===== src/rtl/fifo_ctrl.sv =====
// fifo_ctrl: pointer/count/flag sequencer for an external fifomem array (async read, registered write).
// Latency: 1 cycle write-to-read (no fall-through); flags are registered from next-count.
// Backpressure: wr_ready_o = !full, rd_valid_o = !empty; optional sticky ovf/udf flags under FIFO_CTRL_ERR_FLAGS_EN.
module fifo_ctrl #(
    parameter  int Depth    = 8,
    parameter  int AFullThr = Depth - 2,
    localparam int AWidth   = $clog2(Depth),
    localparam int CWidth   = $clog2(Depth + 1)
) (
    input  logic              clk_i,
    input  logic              rst_ni,
    input  logic              wr_valid_i,
    output logic              wr_ready_o,
    output logic              rd_valid_o,
    input  logic              rd_ready_i,
    output logic              mem_w_en_o,
    output logic [AWidth-1:0] mem_w_addr_o,
    output logic [AWidth-1:0] mem_r_addr_o,
    output logic [CWidth-1:0] count_o,
    output logic              full_o,
    output logic              empty_o,
`ifdef FIFO_CTRL_ERR_FLAGS_EN
    output logic              ovf_o,
    output logic              udf_o,
`endif
    output logic              almost_full_o
);

    localparam logic [AWidth-1:0] LastIdx = AWidth'(Depth - 1);
    localparam logic [CWidth-1:0] DepthC  = CWidth'(Depth);
    localparam logic [CWidth-1:0] AFullC  = CWidth'(AFullThr);

    logic [AWidth-1:0] wr_ptr;
    logic [AWidth-1:0] rd_ptr;
    logic [CWidth-1:0] count;
    logic [CWidth-1:0] count_nxt;
    logic              full_q;
    logic              empty_q;
    logic              afull_q;
    logic              push;
    logic              pop;

    // Flags come straight from registers, so a pop at full cannot re-open
    // the write side in the same cycle.
    assign push = wr_valid_i & ~full_q;
    assign pop  = rd_ready_i & ~empty_q;

    always_comb begin
        count_nxt = count;
        if (push && !pop) begin
            count_nxt = count + CWidth'(1);
        end else if (pop && !push) begin
            count_nxt = count - CWidth'(1);
        end
    end

    always_ff @(posedge clk_i or negedge rst_ni) begin
        if (!rst_ni) begin
            wr_ptr  <= '0;
            rd_ptr  <= '0;
            count   <= '0;
            full_q  <= 1'b0;
            empty_q <= 1'b1;
            afull_q <= 1'b0;
        end else begin
            if (push) begin
                wr_ptr <= (wr_ptr == LastIdx) ? '0 : wr_ptr + AWidth'(1);
            end
            if (pop) begin
                rd_ptr <= (rd_ptr == LastIdx) ? '0 : rd_ptr + AWidth'(1);
            end
            count   <= count_nxt;
            full_q  <= (count_nxt == DepthC);
            empty_q <= (count_nxt == '0);
            afull_q <= (count_nxt >= AFullC);
        end
    end

`ifdef FIFO_CTRL_ERR_FLAGS_EN
    logic ovf_q;
    logic udf_q;

    always_ff @(posedge clk_i or negedge rst_ni) begin
        if (!rst_ni) begin
            ovf_q <= 1'b0;
            udf_q <= 1'b0;
        end else begin
            ovf_q <= ovf_q | (wr_valid_i & full_q);
            udf_q <= udf_q | (rd_ready_i & empty_q);
        end
    end

    assign ovf_o = ovf_q;
    assign udf_o = udf_q;
`endif

    assign wr_ready_o    = ~full_q;
    assign rd_valid_o    = ~empty_q;
    assign mem_w_en_o    = push;
    assign mem_w_addr_o  = wr_ptr;
    assign mem_r_addr_o  = rd_ptr;
    assign count_o       = count;
    assign full_o        = full_q;
    assign empty_o       = empty_q;
    assign almost_full_o = afull_q;

endmodule


===== config.mk =====
export PLATFORM = sky130hd
export DESIGN_NAME = fifo_ctrl
export DESIGN_NICKNAME = d
export VERILOG_FILES = /design/src/rtl/fifo_ctrl.sv
export SDC_FILE = /design/constraint.sdc
export NUM_CORES = 1
export LEC_CHECK = 0
export BUFFER_PORTS_ARGS = -buffer_cell sky130_fd_sc_hd__buf_2
export CAP_MARGIN = 20
export CELL_PAD_IN_SITES_DETAIL_PLACEMENT = 2
export CELL_PAD_IN_SITES_GLOBAL_PLACEMENT = 2
export CORE_UTILIZATION = 33
export CTS_BUF_LIST = sky130_fd_sc_hd__clkbuf_4
export DETAILED_ROUTE_END_ITERATION = 12
export PLACE_DENSITY = 0.85
export SYNTH_ARGS = -nofsm -noshare
export SYNTH_HDL_FRONTEND = slang
export SYNTH_SLANG_ARGS = --single-unit

===== constraint.sdc =====
create_clock -name clk_i -period 2 [get_ports clk_i]
set_input_delay 0 -clock clk_i [delete_from_list [all_inputs] [get_ports clk_i]]
set_output_delay 0 -clock clk_i [all_outputs]
set_load 0.02 [all_outputs]

Yosys cells after proc, flatten, opt, wreduce, memory -nomap -nowiden
Cells that the tools add are included.
- $add $sub $neg: 4
- magnitude comparators: 1
- equality and inequality tests: 3
- mux-type cells: 4
- bitwise logic cells: 4
- reductions and logical operators: 5
- operator list (operator ; count):
    2-to-1 mux 4 bit ; 2
    adder 3 x 1 -> 3 bit, second input constant ; 2
    == test 3 bit, second input constant ; 2
    2-to-1 mux 3 bit ; 2
    adder 4 x 1 -> 4 bit, second input constant ; 1
    == test 4 bit, second input constant ; 1
    >= comparator 4 x 3 -> 1 bit, second input constant ; 1
    logical NOT 4 bit ; 1
    subtractor 4 x 1 -> 4 bit, second input constant ; 1
    AND 1 bit ; 2
    logical AND 1 bit ; 2
    logical NOT 1 bit ; 2
    inverter 1 bit ; 2
- flip-flop bits (word level): 13
- bits of input ports: 4
- output and inout port bits: 16
- logic and storage cells: 27

Longest topological paths before layout
- depth in word-level cells: 7
- gate-level depth with buffers: 6
- mapped depth without buffers: 6

Worst setup path before layout
Ideal clock, no wire load.
- path kind: register to register
- start: register count[0], in the netlist count_o[0]
- end: register full_q, in the netlist full_o
- setup time: 0.095 ns
- data arrival time: 1.421 ns
- required time: 1.905 ns
- path slack: 0.484 ns
- cell stages (with the launch flop): 6
- path buffers: 0
- clock period less this slack: 1.516 ns
- path through: dfrtp_1 -> inv_1 -> ha_1 -> o211ai_1 -> o31ai_4 -> nor4b_2
- longest elaborated chain between the ends: 4
- ends and longest elaborated chain (element ; RTL line ; RTL):
    start, declared ; 35 ; logic [CWidth-1:0] count;
    start signal, assigned ; 72 ; count <= count_nxt;
    subtractor 4 x 1 -> 4 bit ; 53 ; count_nxt = count - CWidth'(1);
    2-to-1 mux 4 bit ; 52 ; end else if (pop && !push) begin
    2-to-1 mux 4 bit * ; 50 ; if (push && !pop) begin
    via count_nxt[1] ; 36 ; logic [CWidth-1:0] count_nxt;
    == test 4 bit * ; 73 ; full_q <= (count_nxt == DepthC);
    end signal, assigned ; 73 ;
    end, declared ; 37 ; logic full_q;
The timed path passes the listed nets; every way through them passes the cells marked *.
A chain may end at the register's enable or synchronous reset.

Worst setup path after layout
Ends and elaborated chain as after synthesis.

==> reports/summary.log <==
[synth] cell area after synthesis 714 um^2
[final_layout] most common cell after layout, fill and taps aside buf_2
[synth] Synth Net Count 70
[pwr] overall power consumption 1.60 mW
[sta] slew margin rel. 72.9%
[pwr] peak ir drop on the vdd network 0.791 mV
[clock_tree] maximum clock insertion buffer count 2
[synth] Yosys warning count 0
[clock_tree] number of resized instances in the post-cts repair step 0
[hold_path] worst hold path cell count 4
[hold_path] Hold WC Path Type in2reg
[floorplanning] Ports 20
[synth] largest family of logic cells by synthesized area simple AND/OR/NAND/NOR gates
[sta] clock skew 0.00551 ns
[place] Setup Slack @ Placement 0.459 ns
[final_layout] count of non-filler cells in the finished layout 111
[pwr] fraction of power spent switching nets 47.3%
[worst_setup_path] WS Path Type reg2reg
[place] Placed Area 843 um^2
[clock_tree] CTS clk-pin slew, worst paths 0.08 ns
[synth] simple logic cell fraction of the synthesized area 23.5%
[final_layout] Area growth, synth to finish 23.6%
[synth] Most used DFF post-synth dfrtp_1
[worst_setup_path] end of the worst register-to-register path full_o
[pwr] cell leakage power 0.469 nW
[clock_tree] root buffer cell clkbuf_4
[hold_path] Hold Path Sink mem_w_addr_o[2]
[final_layout] final design area excluding fillers 883 um^2
[clock_tree] total of hold buffers inserted after clock tree synthesis 1
[pwr] relative contribution of the clock network to total power 10.9%
[worst_setup_path] Worst R2R Start count_o[0]
[floorplanning] core area 2000 um^2
[pwr] NetSw 759 uW
[synth] number of distinct standard cells referenced by the synthesized netlist 23
[sta] final period demand of the worst path 1.53 ns
[place] DP HPWL 1270 um
[global_routing] GRT Overall Usage 15.7%
[detailed_routing] Routed wire per std cell 14.0 um
[worst_setup_path] largest fanout of any net on the critical path 6
[sta] Worst Slack Setup Final 0.471 ns
[detailed_routing] total met3 wirelength after detailed routing 71 um
[worst_setup_path] kind of launch point of the worst setup path register
[sta] total setup violations reported at the end of the flow 0
[clock_tree] CTS tree yes
[synth] portion of the post-synthesis area used by sequential elements 45.7%
[sta] setup TNS after final layout 0 ns
[detailed_routing] DRT Pass-1 Iters 2
[final_layout] fillers 231
[clock_tree] TritonCTS Buffers 3
[detailed_routing] highest routed layer met4
[floorplanning] floorplan row count 16
[floorplanning] area of the die 2360 um^2
[detailed_routing] number of vias per cell 4.72
[final_layout] fraction of final layout cells with drive strength greater than 1 44.0%
[sta] RSZ-0062 raised after global routing false
[clock_tree] post-CTS setup repair buffer count 0
[global_routing] number of antenna violations at the first check in global routing 0
[global_routing] global-route wire length before repair 2660 um
[worst_setup_path] arrival time reported for the critical path endpoint 1.71 ns
[pwr] relative contribution of sequential cells to total power 32.5%
[synth] post-synthesis instance total 60
[synth] Avg Synthesized Cell Area 11.9 um^2
[hold_path] startpoint of the lowest-slack hold path wr_valid_i
[detailed_routing] Final ANT Viol Nets 0
[detailed_routing] total DRC errors in the routed layout 0
[synth] Post-synth EDFFs 0
[floorplanning] initial core utilization 35.7%
[pwr] Power Internal 845 uW
[synth] multiplexer fraction of the synthesized cell area 0%
[detailed_routing] DRC marker count from the first detailed-route iteration 2
[synth] async set-reset flop share out of synthesis 100%
[sta] Final Hold Viols 0
[final_layout] number of antenna cells inserted 0
[place] number of placed cells counting well taps 106
[detailed_routing] total routed wire length on the met1 layer 592 um
[floorplanning] Die Span X 48.5 um
[sta] highest clock frequency the design can meet 654 MHz
[sta] transition time of the tightest slew-check pin 0.403 ns
[place] Port Buf Inserts 19
[final_layout] highest-count cells in the layout ignoring fill and taps buf_2 (19), nand2_1 (12), dfrtp_1 (12)
[worst_setup_path] required time reported for the critical path endpoint 2.18 ns
[synth] flip-flop and latch count after synthesis 13
[final_layout] final core utilization 44.1%
[global_routing] total overflow reported by the global router 0
[sta] tightest hold margin 0.0723 ns
[pwr] Combinational Power Share 56.6%
[worst_setup_path] CP startpoint count_o[0]
[place] final weighted congestion in routability-driven placement 0.735
[pwr] Cell Pwr Density 1820 nW/um^2
[global_routing] via count of the first global-routing pass 576
[worst_setup_path] count of cells along the worst register-to-register path 5
[synth] Compound-Gate Fraction of Synth Area 11.9%
[synth] synthesized-area fraction occupied by xor and xnor cells 5.78%
[outcome] run status finished clean
[detailed_routing] routed length on met2 857 um
[clock_tree] level count of the clock H-tree 1
[final_layout] final layout net count 95
[detailed_routing] count of vias placed by the detailed router 524
[floorplanning] die extent in y 48.5 um
[clock_tree] Clock Sink Count 13
[sta] final critical-path share of the clock period 76.5%
[sta] Slew Limit Fails 0
[worst_setup_path] flop2flop setup slack 0.47 ns
[detailed_routing] wire length reported by the detailed router 1560 um
[worst_setup_path] critical path endpoint category register
[flow_run] # Max-Cap Violations 0
[global_routing] largest net degree at the start of global routing 14
[clock_tree] source-to-sink clock delay at the later pin of the worst-skew pair 0.28 ns
[synth] post-synthesis adder-cell area fraction 10.5%
## critical path: stages (launching register included)
cell,delay [ns]
dfrtp_1,0.44
inv_1,0.07
ha_1,0.35
o211ai_1,0.15
o31ai_4,0.15
nor4b_2,0.27
## power by group through the flow
stage          Sequential, mW  Clock, mW  Combinational (mW)
2_1_floorplan           0.664          0               0.514
3_3_place_gp            0.518          0               0.897
3_5_place_dp            0.533          0               0.923
4_1_cts                 0.528      0.186               0.930
5_1_grt                 0.544      0.192               0.992
6_report                0.522      0.174               0.908
## flip-flops by register name, indices dropped and copies added, names as in the netlist
register	flops
almost_full_o	1
mem_r_addr_o	3
full_o	1
empty_o	1
count_o	4
mem_w_addr_o	3
## synth_stat cells (all sizes together) (2+ instances only)
| library cell | instances | area [um^2] |
|---|---|---|
| a21o | 3 | 22.5 |
| a22oi | 2 | 33.8 |
| dfrtp | 12 | 300 |
| ha | 6 | 75.1 |
| inv | 5 | 18.8 |
| nand2 | 12 | 45.0 |
| nand2b | 2 | 22.5 |
| nor2 | 4 | 30.0 |
| nor3 | 3 | 15.0 |
| xnor2 | 3 | 41.3 |
## area by class of cell
class	count	area, um^2	share of cell area (%)
Multi-Input combinational cell	42	369	41.8
Sequential cell	13	327	37.0
Timing Repair Buffer	20	105	11.9
Tap cell	27	33.8	3.82
Clock buffer	4	30.0	3.40
Inverter	5	18.8	2.12
## per-layer routing
metal | vias up | GRT usage [%]
met4 | 0 | 8.82
met1 | 254 | 15.6
met5 | - | 0
li1 | 252 | -
met2 | 14 | 28.6
met3 | 4 | 5.03
## worst max-delay path by stage
stage / to / slack [ns] / cells after the start
5_1_grt: full_o / 0.36 / 5
3_3_place_gp: full_o / 0.49 / 5
4_1_cts: full_o / 0.44 / 5
3_5_place_dp: full_o / 0.46 / 5
2_1_floorplan: full_o / 0.48 / 5
6_report: full_o / 0.47 / 5
## cell families (layout without fill, tap and decap cells)
kind of cell    count (synthesis)  in the layout
simple gates                   26             26
flops                          13             13
compound gates                  7              7
fa+ha+maj                       6              6
buf+inv                         5             29
xor+xnor                        3              3
Note: power is estimated with default switching activity, not from simulation.
